File: config.mk
export PLATFORM = sky130hd
export DESIGN_NAME = run_ctrl_flat
export DESIGN_NICKNAME = d
export VERILOG_FILES = /design/src/rtl/run_ctrl_if.sv /design/src/rtl/run_ctrl.sv /design/src/flat_wrapper.sv
export SDC_FILE = /design/constraint.sdc
export NUM_CORES = 1
export LEC_CHECK = 0
export CORE_MARGIN = 2
export CORE_UTILIZATION = 35
export CTS_CLUSTER_SIZE = 12
export DETAILED_ROUTE_END_ITERATION = 12
export GPL_TIMING_DRIVEN = 0
export PLACE_DENSITY = 0.74
export SLEW_MARGIN = 20
export SYNTH_ARGS = -nofsm -noshare
export SYNTH_HDL_FRONTEND = slang
export SYNTH_SLANG_ARGS = --single-unit
File: constraint.sdc
create_clock -name clk -period 2.3 [get_ports clk]
set_clock_uncertainty 0.15 [all_clocks]
set_input_delay 0.23 -clock clk [delete_from_list [all_inputs] [get_ports clk]]
set_output_delay 0.23 -clock clk [all_outputs]
set_load 0.005 [all_outputs]
File: src/rtl/run_ctrl_if.sv
// rtl/run_ctrl_if.sv - control/status bundle between a run controller and its host
// Purpose: groups the run request/observation inputs and the controller status
//          outputs so they travel as a single port.
// Signals:
//   start        host -> ctrl  single-cycle request to begin a run
//   halt         host -> ctrl  core end-of-program indication
//   pc           host -> ctrl  core fetch PC (stall observation)
//   core_reset   ctrl -> host  reset for the core under control
//   running      ctrl -> host  high while the core is running
//   done         ctrl -> host  sticky run-finished flag
//   timeout      ctrl -> host  sticky, run ended on cycle budget
//   stalled      ctrl -> host  sticky, run ended on PC stall
//   cycle_count  ctrl -> host  RUN cycles of the current or last run
interface run_ctrl_if #(
  parameter int PC_W  = 32,
  parameter int CNT_W = 16
) ();
  logic             start;
  logic             halt;
  logic [PC_W-1:0]  pc;
  logic             core_reset;
  logic             running;
  logic             done;
  logic             timeout;
  logic             stalled;
  logic [CNT_W-1:0] cycle_count;

  modport master (
    output start, halt, pc,
    input  core_reset, running, done, timeout, stalled, cycle_count
  );

  modport slave (
    input  start, halt, pc,
    output core_reset, running, done, timeout, stalled, cycle_count
  );
endinterface

File: src/rtl/run_ctrl.sv
// rtl/run_ctrl.sv - run controller: core reset sequencing, run budget and stall watchdog
// Purpose: on start, holds the core in reset for RST_CYCLES cycles, releases it,
//          counts RUN cycles and ends the run on halt, PC stall or budget
//          exhaustion. All outputs are registered.
// Ports:
//   clk    rising-edge clock
//   reset  synchronous active-high reset
//   bus    run_ctrl_if.slave (start/halt/pc in; core_reset/running/done/
//          timeout/stalled/cycle_count out)
// Optional feature: define RUN_CTRL_STALL_DETECT_EN to compile in PC stall
//          detection; otherwise stalled is constant 0 and pc is ignored.
module run_ctrl #(
  parameter int RST_CYCLES  = 2,
  parameter int MAX_CYCLES  = 200,
  parameter int STALL_LIMIT = 16,
  parameter int PC_W        = 32,
  parameter int CNT_W       = 16
) (
  input  logic      clk,
  input  logic      reset,
  run_ctrl_if.slave bus
);

  typedef enum logic [1:0] {
    IDLE = 2'd0,
    HOLD = 2'd1,
    RUN  = 2'd2,
    DONE = 2'd3
  } state_t;

  localparam int HOLD_W = (RST_CYCLES > 1) ? $clog2(RST_CYCLES) : 1;
  localparam logic [HOLD_W-1:0] HOLD_LAST = HOLD_W'(RST_CYCLES - 1);
  localparam logic [CNT_W-1:0]  CNT_LAST  = CNT_W'(MAX_CYCLES - 1);

  state_t            state_q, state_d;
  logic [HOLD_W-1:0] hold_q, hold_d;
  logic [CNT_W-1:0]  cnt_q, cnt_d;
  logic              done_q, done_d;
  logic              timeout_q, timeout_d;
  logic              stalled_q, stalled_d;
  logic              core_reset_q, core_reset_d;
  logic              running_q, running_d;
  logic              stall_hit;

`ifdef RUN_CTRL_STALL_DETECT_EN
  localparam int SW = $clog2(STALL_LIMIT + 1);
  localparam logic [SW-1:0] STALL_LAST = SW'(STALL_LIMIT - 1);

  logic [PC_W-1:0] pc_q;
  logic [SW-1:0]   stall_q, stall_d;
  logic            pc_same;

  // The counter only means something inside RUN; holding it at zero
  // elsewhere also gives the clear-on-entering-HOLD behaviour.
  always_comb begin
    pc_same   = (bus.pc == pc_q);
    stall_d   = '0;
    stall_hit = 1'b0;
    if (state_q == RUN) begin
      if (pc_same) begin
        stall_d   = stall_q + 1'b1;
        stall_hit = (stall_q == STALL_LAST);
      end
    end
  end

  always_ff @(posedge clk) begin
    if (reset) begin
      pc_q    <= '0;
      stall_q <= '0;
    end else begin
      if (state_q == HOLD || state_q == RUN) begin
        pc_q <= bus.pc;
      end
      stall_q <= stall_d;
    end
  end
`else
  logic unused_pc;
  assign unused_pc = ^{bus.pc, 32'(STALL_LIMIT)};
  assign stall_hit = 1'b0;
`endif

  always_comb begin
    state_d   = state_q;
    hold_d    = hold_q;
    cnt_d     = cnt_q;
    done_d    = done_q;
    timeout_d = timeout_q;
    stalled_d = stalled_q;

    case (state_q)
      IDLE, DONE: begin
        if (bus.start) begin
          state_d   = HOLD;
          hold_d    = '0;
          cnt_d     = '0;
          done_d    = 1'b0;
          timeout_d = 1'b0;
          stalled_d = 1'b0;
        end
      end
      HOLD: begin
        if (hold_q == HOLD_LAST) begin
          state_d = RUN;
        end else begin
          hold_d = hold_q + 1'b1;
        end
      end
      RUN: begin
        // The terminating edge is counted too, so a budget run ends at
        // exactly MAX_CYCLES and the counter can never go past it.
        cnt_d = cnt_q + 1'b1;
        if (bus.halt) begin
          state_d = DONE;
          done_d  = 1'b1;
        end else if (stall_hit) begin
          state_d   = DONE;
          done_d    = 1'b1;
          stalled_d = 1'b1;
        end else if (cnt_q == CNT_LAST) begin
          state_d   = DONE;
          done_d    = 1'b1;
          timeout_d = 1'b1;
        end
      end
      default: state_d = IDLE;
    endcase

    // Registered outputs follow the state being entered.
    core_reset_d = (state_d != RUN);
    running_d    = (state_d == RUN);
  end

  always_ff @(posedge clk) begin
    if (reset) begin
      state_q      <= IDLE;
      hold_q       <= '0;
      cnt_q        <= '0;
      done_q       <= 1'b0;
      timeout_q    <= 1'b0;
      stalled_q    <= 1'b0;
      core_reset_q <= 1'b1;
      running_q    <= 1'b0;
    end else begin
      state_q      <= state_d;
      hold_q       <= hold_d;
      cnt_q        <= cnt_d;
      done_q       <= done_d;
      timeout_q    <= timeout_d;
      stalled_q    <= stalled_d;
      core_reset_q <= core_reset_d;
      running_q    <= running_d;
    end
  end

  assign bus.core_reset  = core_reset_q;
  assign bus.running     = running_q;
  assign bus.done        = done_q;
  assign bus.timeout     = timeout_q;
  assign bus.stalled     = stalled_q;
  assign bus.cycle_count = cnt_q;

endmodule

File: src/flat_wrapper.sv
// flat-port wrapper written by rule: the top's interface ports become plain ports
module run_ctrl_flat 
#(
  parameter int RST_CYCLES  = 2,
  parameter int MAX_CYCLES  = 200,
  parameter int STALL_LIMIT = 16,
  parameter int PC_W        = 32,
  parameter int CNT_W       = 16
)
  (clk, reset, bus_start, bus_halt, bus_pc, bus_core_reset, bus_running, bus_done, bus_timeout, bus_stalled, bus_cycle_count);
  run_ctrl_if #(.PC_W(PC_W), .CNT_W(CNT_W)) bus_i ();
  input  logic clk;
  input  logic reset;
  input wire logic [$bits(bus_i.start)-1:0] bus_start;
  input wire logic [$bits(bus_i.halt)-1:0] bus_halt;
  input wire logic [$bits(bus_i.pc)-1:0] bus_pc;
  output wire logic [$bits(bus_i.core_reset)-1:0] bus_core_reset;
  output wire logic [$bits(bus_i.running)-1:0] bus_running;
  output wire logic [$bits(bus_i.done)-1:0] bus_done;
  output wire logic [$bits(bus_i.timeout)-1:0] bus_timeout;
  output wire logic [$bits(bus_i.stalled)-1:0] bus_stalled;
  output wire logic [$bits(bus_i.cycle_count)-1:0] bus_cycle_count;
  assign bus_i.start = bus_start;
  assign bus_i.halt = bus_halt;
  assign bus_i.pc = bus_pc;
  assign bus_core_reset = bus_i.core_reset;
  assign bus_running = bus_i.running;
  assign bus_done = bus_i.done;
  assign bus_timeout = bus_i.timeout;
  assign bus_stalled = bus_i.stalled;
  assign bus_cycle_count = bus_i.cycle_count;
  run_ctrl #(.RST_CYCLES(RST_CYCLES), .MAX_CYCLES(MAX_CYCLES), .STALL_LIMIT(STALL_LIMIT), .PC_W(PC_W), .CNT_W(CNT_W)) u_core (.clk(clk), .reset(reset), .bus(bus_i));
endmodule
==> reports/metrics.yaml, run 1 <==
power.leakage_nw: 0.538
numPortBuffers: 23
hpwl_um: 1840
cts_tree: "yes"
synthCells: 127
cp_slowest_cell: "or4b_4"
synth-main-ff-cell: "dfxtp_1"
p_total_uw: 778
wl_per_cell_um: 12.1
cts_buffer_depth: 2
cts.sinks: 23
ant_nets: 0
yosys_warnings: 0
tns_ps: 0
cap_viol_max_count: 0
grt_pass1_wl_um: 4050
critPathBufInv: 1
status: "finished, final reports clean"
clkPwrFrac_pct: 22.9
cp_max_fo: 5
initial_core_util_pct: 37.0
post-route-period-util_pct: 95.7
die_h_um: 60.8
setup_ws_ps: 99.6
cts_max_level: 1
p_seq_share_pct: 53.8
syn-cell-area_um2: 1130
synth-compound-area-share_pct: 12.1
io_pins: 57
synth_edf_count: 0
dp_cells: 194
avgSynthCellArea_um2: 8.91
worst_path_largest_cell_delay_ps: 530
critPathLaunch: "u_core.state_q[1]$_SDFF_PP0_"
crit_chain: "ha_4, buf_6, mux2i_2, or4b_4, or4_1, nand2_1"
synth_seq_area_share_pct: 40.7
die_w_um: 60.8
grt_max_degree: 13
crit_family: "simple AND/OR/NAND/NOR gates"
syn2layout_area_growth_pct: 32.6
num_rows: 20
layout_commonest_cell: "clkdlybuf4s50_1"
routed_wl_um: 2450
muxShareOfSynthArea_pct: 1.88
final_cells: 203
internal_power_uw: 572
path_clk_slew_ps: 120
synth-seq-cells: 23
gp_congestion: 0.828
setup_viol: 0
p_comb_share_pct: 23.3
clock_latency_ps: 290
hold_class: "reg -> reg"
first_pass_iters: 4
synthAdderAreaFrac_pct: 3.32
clock.fmax_mhz: 454
synth_cell_types: 46
drt_iter0_markers: 42
p_sw_share_pct: 26.5
clockRootBuffer: "clkbuf_4"
drv_slew: 0
grt_pass1_vias: 936
dieArea_um2: 3700
cp-end-kind: "flip-flop"
cts_buffers: 3
hold_violations: 0
core_um2: 3050
crit_type: "reg -> reg"
synth_xor_area_share_pct: 6.97
powerDensity_nw_per_um2: 519
final_nets: 199
cp.arrival_ps: 2300
fin_crit_ps: 2200
grt_usage_pct: 14.5
hold_start: "u_core.bus.timeout$_SDFFE_PP0P_"
r2r-start: "u_core.state_q[1]$_SDFF_PP0_"
grt_setup_unrepaired: "no"
drcViolationCount: 0
dp_slack_ps: -89.3
async_flop_share_pct: 0
worstSetupStartpointType: "flip-flop"
ir_worst_vdd_mv: 0.164
syn_nets: 166
grt_overflow_total: 0
vias: 1056
final_cell_mix: "clkdlybuf4s50_1 (23), dfxtp_1 (22), nor2_1 (13)"
drive_above_1_share_pct: 13.2
synth_top_family_by_area: "simple AND/OR/NAND/NOR gates"
vias_per_cell: 5.20
antenna_found_initial: 0
synthSimpleGateAreaFrac_pct: 30.1
switchingPower_uw: 207
required_ps: 2400
antenna_cells: 0
[through the flow]
step	cell area, um2	hold slack (ps)	util [%]
finish	1500	329	49.1
global route	1500	365	49.1
global placement	1420	304	46.4
CTS	1490	340	48.7
detailed placement	1420	312	46.4
floorplan	1130	149	-
[synthesized netlist by cell type (3+ instances only)]
| cell | number | area share [%] |
|---|---|---|
| and3_1 | 3 | 1.7 |
| o21ai_0 | 5 | 2.2 |
| xor2_1 | 6 | 4.6 |
| inv_1 | 5 | 1.7 |
| nand2_1 | 12 | 4.0 |
| nor2_1 | 13 | 4.3 |
| dfxtp_1 | 23 | 41 |
| ha_1 | 3 | 3.3 |
| nor3_1 | 4 | 1.8 |
| xnor2_1 | 3 | 2.3 |
| nand3_1 | 4 | 1.8 |
| a21oi_1 | 6 | 2.7 |
[power by group through the flow]
stage          logic [mW]  registers, mW  clock network [mW]
2_1_floorplan       0.103          0.426                   0
3_3_place_gp        0.136          0.427                   0
3_5_place_dp        0.141          0.428                   0
4_1_cts             0.175          0.418               0.184
5_1_grt             0.201          0.420               0.197
6_report            0.181          0.419               0.179
[sequential cells by signal, indices dropped and copies added, names as in the netlist]
register	flops
u_core.bus.cycle_count	16
u_core.state_q	2
u_core.bus.core_reset	1
u_core.bus.done	1
u_core.bus.running	1
u_core.bus.timeout	1
u_core.hold_q	1
[path summary, 6_finish.rpt]
check / slack (ps) / to / cells past startpoint
hold / removal: 330 / u_core.bus.timeout$_SDFFE_PP0P_ / 1
hold reg to reg: 330 / u_core.bus.timeout$_SDFFE_PP0P_ / 1
setup / recovery: 100 / u_core.bus.cycle_count[15]$_SDFFE_PP0P_ / 6
setup reg to reg: 100 / u_core.bus.cycle_count[15]$_SDFFE_PP0P_ / 6
[cell type report]
type,count,area (um2)
Inverter,5,18.8
Buffer,4,33.8
Multi-Input combinational cell,95,634
Tap cell,44,55.1
Timing Repair Buffer,28,268
Sequential cell,23,464
Clock buffer,4,26.3
Fill cell,301,1550
[what timing repair did]
item / 4_1_cts / 5_1_grt
endpoints found under the setup margin: 4 / 14
hold buffers: 0 / 0
buffers inserted: 5 / 0
gates resized for setup: 3 / 2
pin swaps: 0 / 3
[layer usage]
| metal | up-vias | routed length (um) | track usage, % |
|---|---|---|---|
| met5 | - | 0 | 0 |
| li1 | 521 | - | - |
| met2 | 36 | 1200 | 24.6 |
| met1 | 497 | 1110 | 18.3 |
| met4 | 0 | 24 | 6.83 |
| met3 | 2 | 116 | 1.49 |
[logic make-up after synthesis]
logic type | after synthesis
AO/OA/AOI/OAI | 21
multiplexers | 2
other | 1
AND/OR/NAND/NOR | 59
flip-flops | 23
buffers and inverters | 9
XOR/XNOR | 9
adder cells (fa/ha/maj) | 3
(Power assumes the default switching activity.)
==> inputs of run 2 (changes only) <==
CORE_UTILIZATION = 37   (was 35)
CTS_BUF_LIST = sky130_fd_sc_hd__clkbuf_8   (was not set)
PLACE_DENSITY = 0.78   (was 0.74)
RECOVER_POWER = 50   (was not set)
==> run 2 against run 1 <==
Effect of this change:
- maximum frequency is 1.5% lower
- routed wire length grew 13%
- clock-buffer cell count down 1
- die area down 5.0%
- critical path type unchanged
==> reports/metrics.yaml, run 2 (same netlist as run 1, synthesis figures left out) <==
status: "finished, final reports clean"
grt_usage_pct: 17.2  # +2.8 points
syn2layout_area_growth_pct: 32.7  # about the same
clockRootBuffer: "clkbuf_8"
core_um2: 2980  # -2.5%
clock_latency_ps: 260  # -30 ps
nFillCells: 285  # -5.3%
worstSetupStartpointType: "flip-flop"
internal_power_uw: 620  # +8.4%
powerDensity_nw_per_um2: 564  # +8.7%
grt_pass1_vias: 1079  # +15%
cts_buffer_depth: 2  # unchanged
drt_iter0_markers: 26  # -38%
wl_per_cell_um: 14.5  # +20%
final_cell_mix: "dfxtp_1 (23), dlygate4sd3_1 (17), nor2_1 (13)"
tns_ps: 0  # unchanged
ir_worst_vdd_mv: 0.270  # +65%
required_ps: 2360  # -40 ps
gp_congestion: 0.795  # -4.0%
grt_overflow_total: 0  # unchanged
num_rows: 20  # unchanged
cp-end-kind: "flip-flop"
first_pass_iters: 5  # +1
dieArea_um2: 3520  # -5.0%
antenna_found_initial: 0  # unchanged
power.leakage_nw: 0.603  # +12%
hold_violations: 0  # unchanged
cap_viol_max_count: 0  # unchanged
switchingPower_uw: 227  # +9.8%
antenna_cells: 0  # unchanged
ctsHoldBuffers: 0  # unchanged
worst_path_largest_cell_delay_ps: 530  # about the same
cp_max_fo: 6  # +1
p_comb_share_pct: 21.6  # -1.7 points
hold_class: "reg -> reg"
slew-limit-headroom_pct: 67.1
p_seq_share_pct: 49.3  # -4.5 points
clock.fmax_mhz: 448  # -1.5%
grt_max_degree: 13  # unchanged
final_nets: 199  # unchanged
fin_crit_ps: 2230  # +33.7 ps
die_w_um: 59.3  # -2.6%
critPathBufInv: 1  # unchanged
clkPwrFrac_pct: 29.1  # +6.2 points
grt_pass1_wl_um: 4730  # +17%
setup_viol: 0  # unchanged
vias: 1078  # +2.1%
crit_chain: "ha_4, buf_6, mux2i_2, or4b_4, or4_1, nand2_1"
grt_setup_unrepaired: "no"
post-route-period-util_pct: 97.1  # +1.5 points
cp_slowest_cell: "or4b_4"
placed_area_um2: 1400  # -0.97%
layout_commonest_cell: "dfxtp_1"
cts_tree: "yes"
drcViolationCount: 0  # unchanged
numPortBuffers: 23  # unchanged
hold_ws_ps: 363  # +33.2 ps
fin_util_pct: 50.4  # +1.3 points
hpwl_um: 1990  # +8.1%
drive_above_1_share_pct: 12.6  # -0.63 points
path_clk_slew_ps: 80  # -40 ps
ant_nets: 0  # unchanged
cts_buffers: 3  # unchanged
io_pins: 57  # unchanged
crit_type: "reg -> reg"
cts_max_level: 1  # unchanged
initial_core_util_pct: 38.0  # +0.93 points
crit_family: "simple AND/OR/NAND/NOR gates"
vias_per_cell: 5.61  # +7.9%
drv_slew: 0  # unchanged
cts.sinks: 23  # unchanged
p_sw_share_pct: 26.8  # +0.24 points
worst_pin_slew_ps: 487
cp.arrival_ps: 2300  # about the same
routed_wl_um: 2780  # +13%
largest_reg_flops: 16  # unchanged
design_area_um2: 1500  # about the same
die_h_um: 59.3  # -2.6%
run 2: cell types whose count changed in the layout (fill, tap and decap cells not counted), moves of 3 or more:
cell / change
dlygate4sd3_1: +17
clkbuf_4: -3
clkbuf_8: +3
clkdlybuf4s50_1: -17
run 2: per-stage QoR:
stage / worst slack (ps) / instances / power [mW]
after floorplan: 33.8 / 127 / 0.530
after global placement: -55.3 / 183 / 0.563
after detailed placement: -131 / 183 / 0.570
after CTS: 10.8 / 190 / 0.823
after global routing: 0.216 / 192 / 0.876
final: 65.9 / 192 / 0.847
run 2: worst reg2reg max path: stages, from the launching register on:
cell and delay (ps):
dfxtp_1 430, ha_4 240, buf_6 130, mux2i_2 150, or4b_4 530, or4_1 490
nand2_1 80
run 2: what timing repair did:
action                     in CTS  in global routing
pin swaps                       2                  2
resized for setup               1                  2
setup endpoints to repair       4                  4
buffers inserted                3                  2
cloned                          0                  0
run 2: power groups by stage:
stage / Sequential [mW] / Clock (mW) / Combinational, mW
finish: 0.417 / 0.247 / 0.183
global route: 0.418 / 0.261 / 0.197
detailed placement: 0.428 / 0 / 0.142
floorplan: 0.426 / 0 / 0.103
global placement: 0.428 / 0 / 0.136
CTS: 0.418 / 0.246 / 0.160
run 2: worst paths after layout:
path,depth (start not counted),to,slack [ps],startpoint
worst min-delay path,1,u_core.bus.timeout$_SDFFE_PP0P_,360,u_core.bus.timeout$_SDFFE_PP0P_
worst max register to register,6,u_core.bus.cycle_count[15]$_SDFFE_PP0P_,70,u_core.state_q[1]$_SDFF_PP0_
worst max-delay path,6,u_core.bus.cycle_count[15]$_SDFFE_PP0P_,70,u_core.state_q[1]$_SDFF_PP0_
worst min register to register,1,u_core.bus.timeout$_SDFFE_PP0P_,360,u_core.bus.timeout$_SDFFE_PP0P_
run 2: final cells by class:
class / count / area, um2 / share of cell area [%]
flip-flops and latches: 23 / 460 / 30.7
clock buffers: 3 / 41.3 / 2.75
clock inverters: 1 / 3.75 / 0.250
well taps: 33 / 41.3 / 2.75
inverters: 5 / 18.8 / 1.25
repair buffers: 28 / 268 / 17.8
multi-input cells: 95 / 634 / 42.2
plain buffers: 4 / 33.8 / 2.25
run 2: layer usage:
metal,up-vias,global-route usage (%),part of all wire (%)
met5,-,0,0
met3,6,1.75,4.1
met4,0,4.55,1.0
li1,521,-,-
met1,507,23.0,48
met2,44,29.5,47
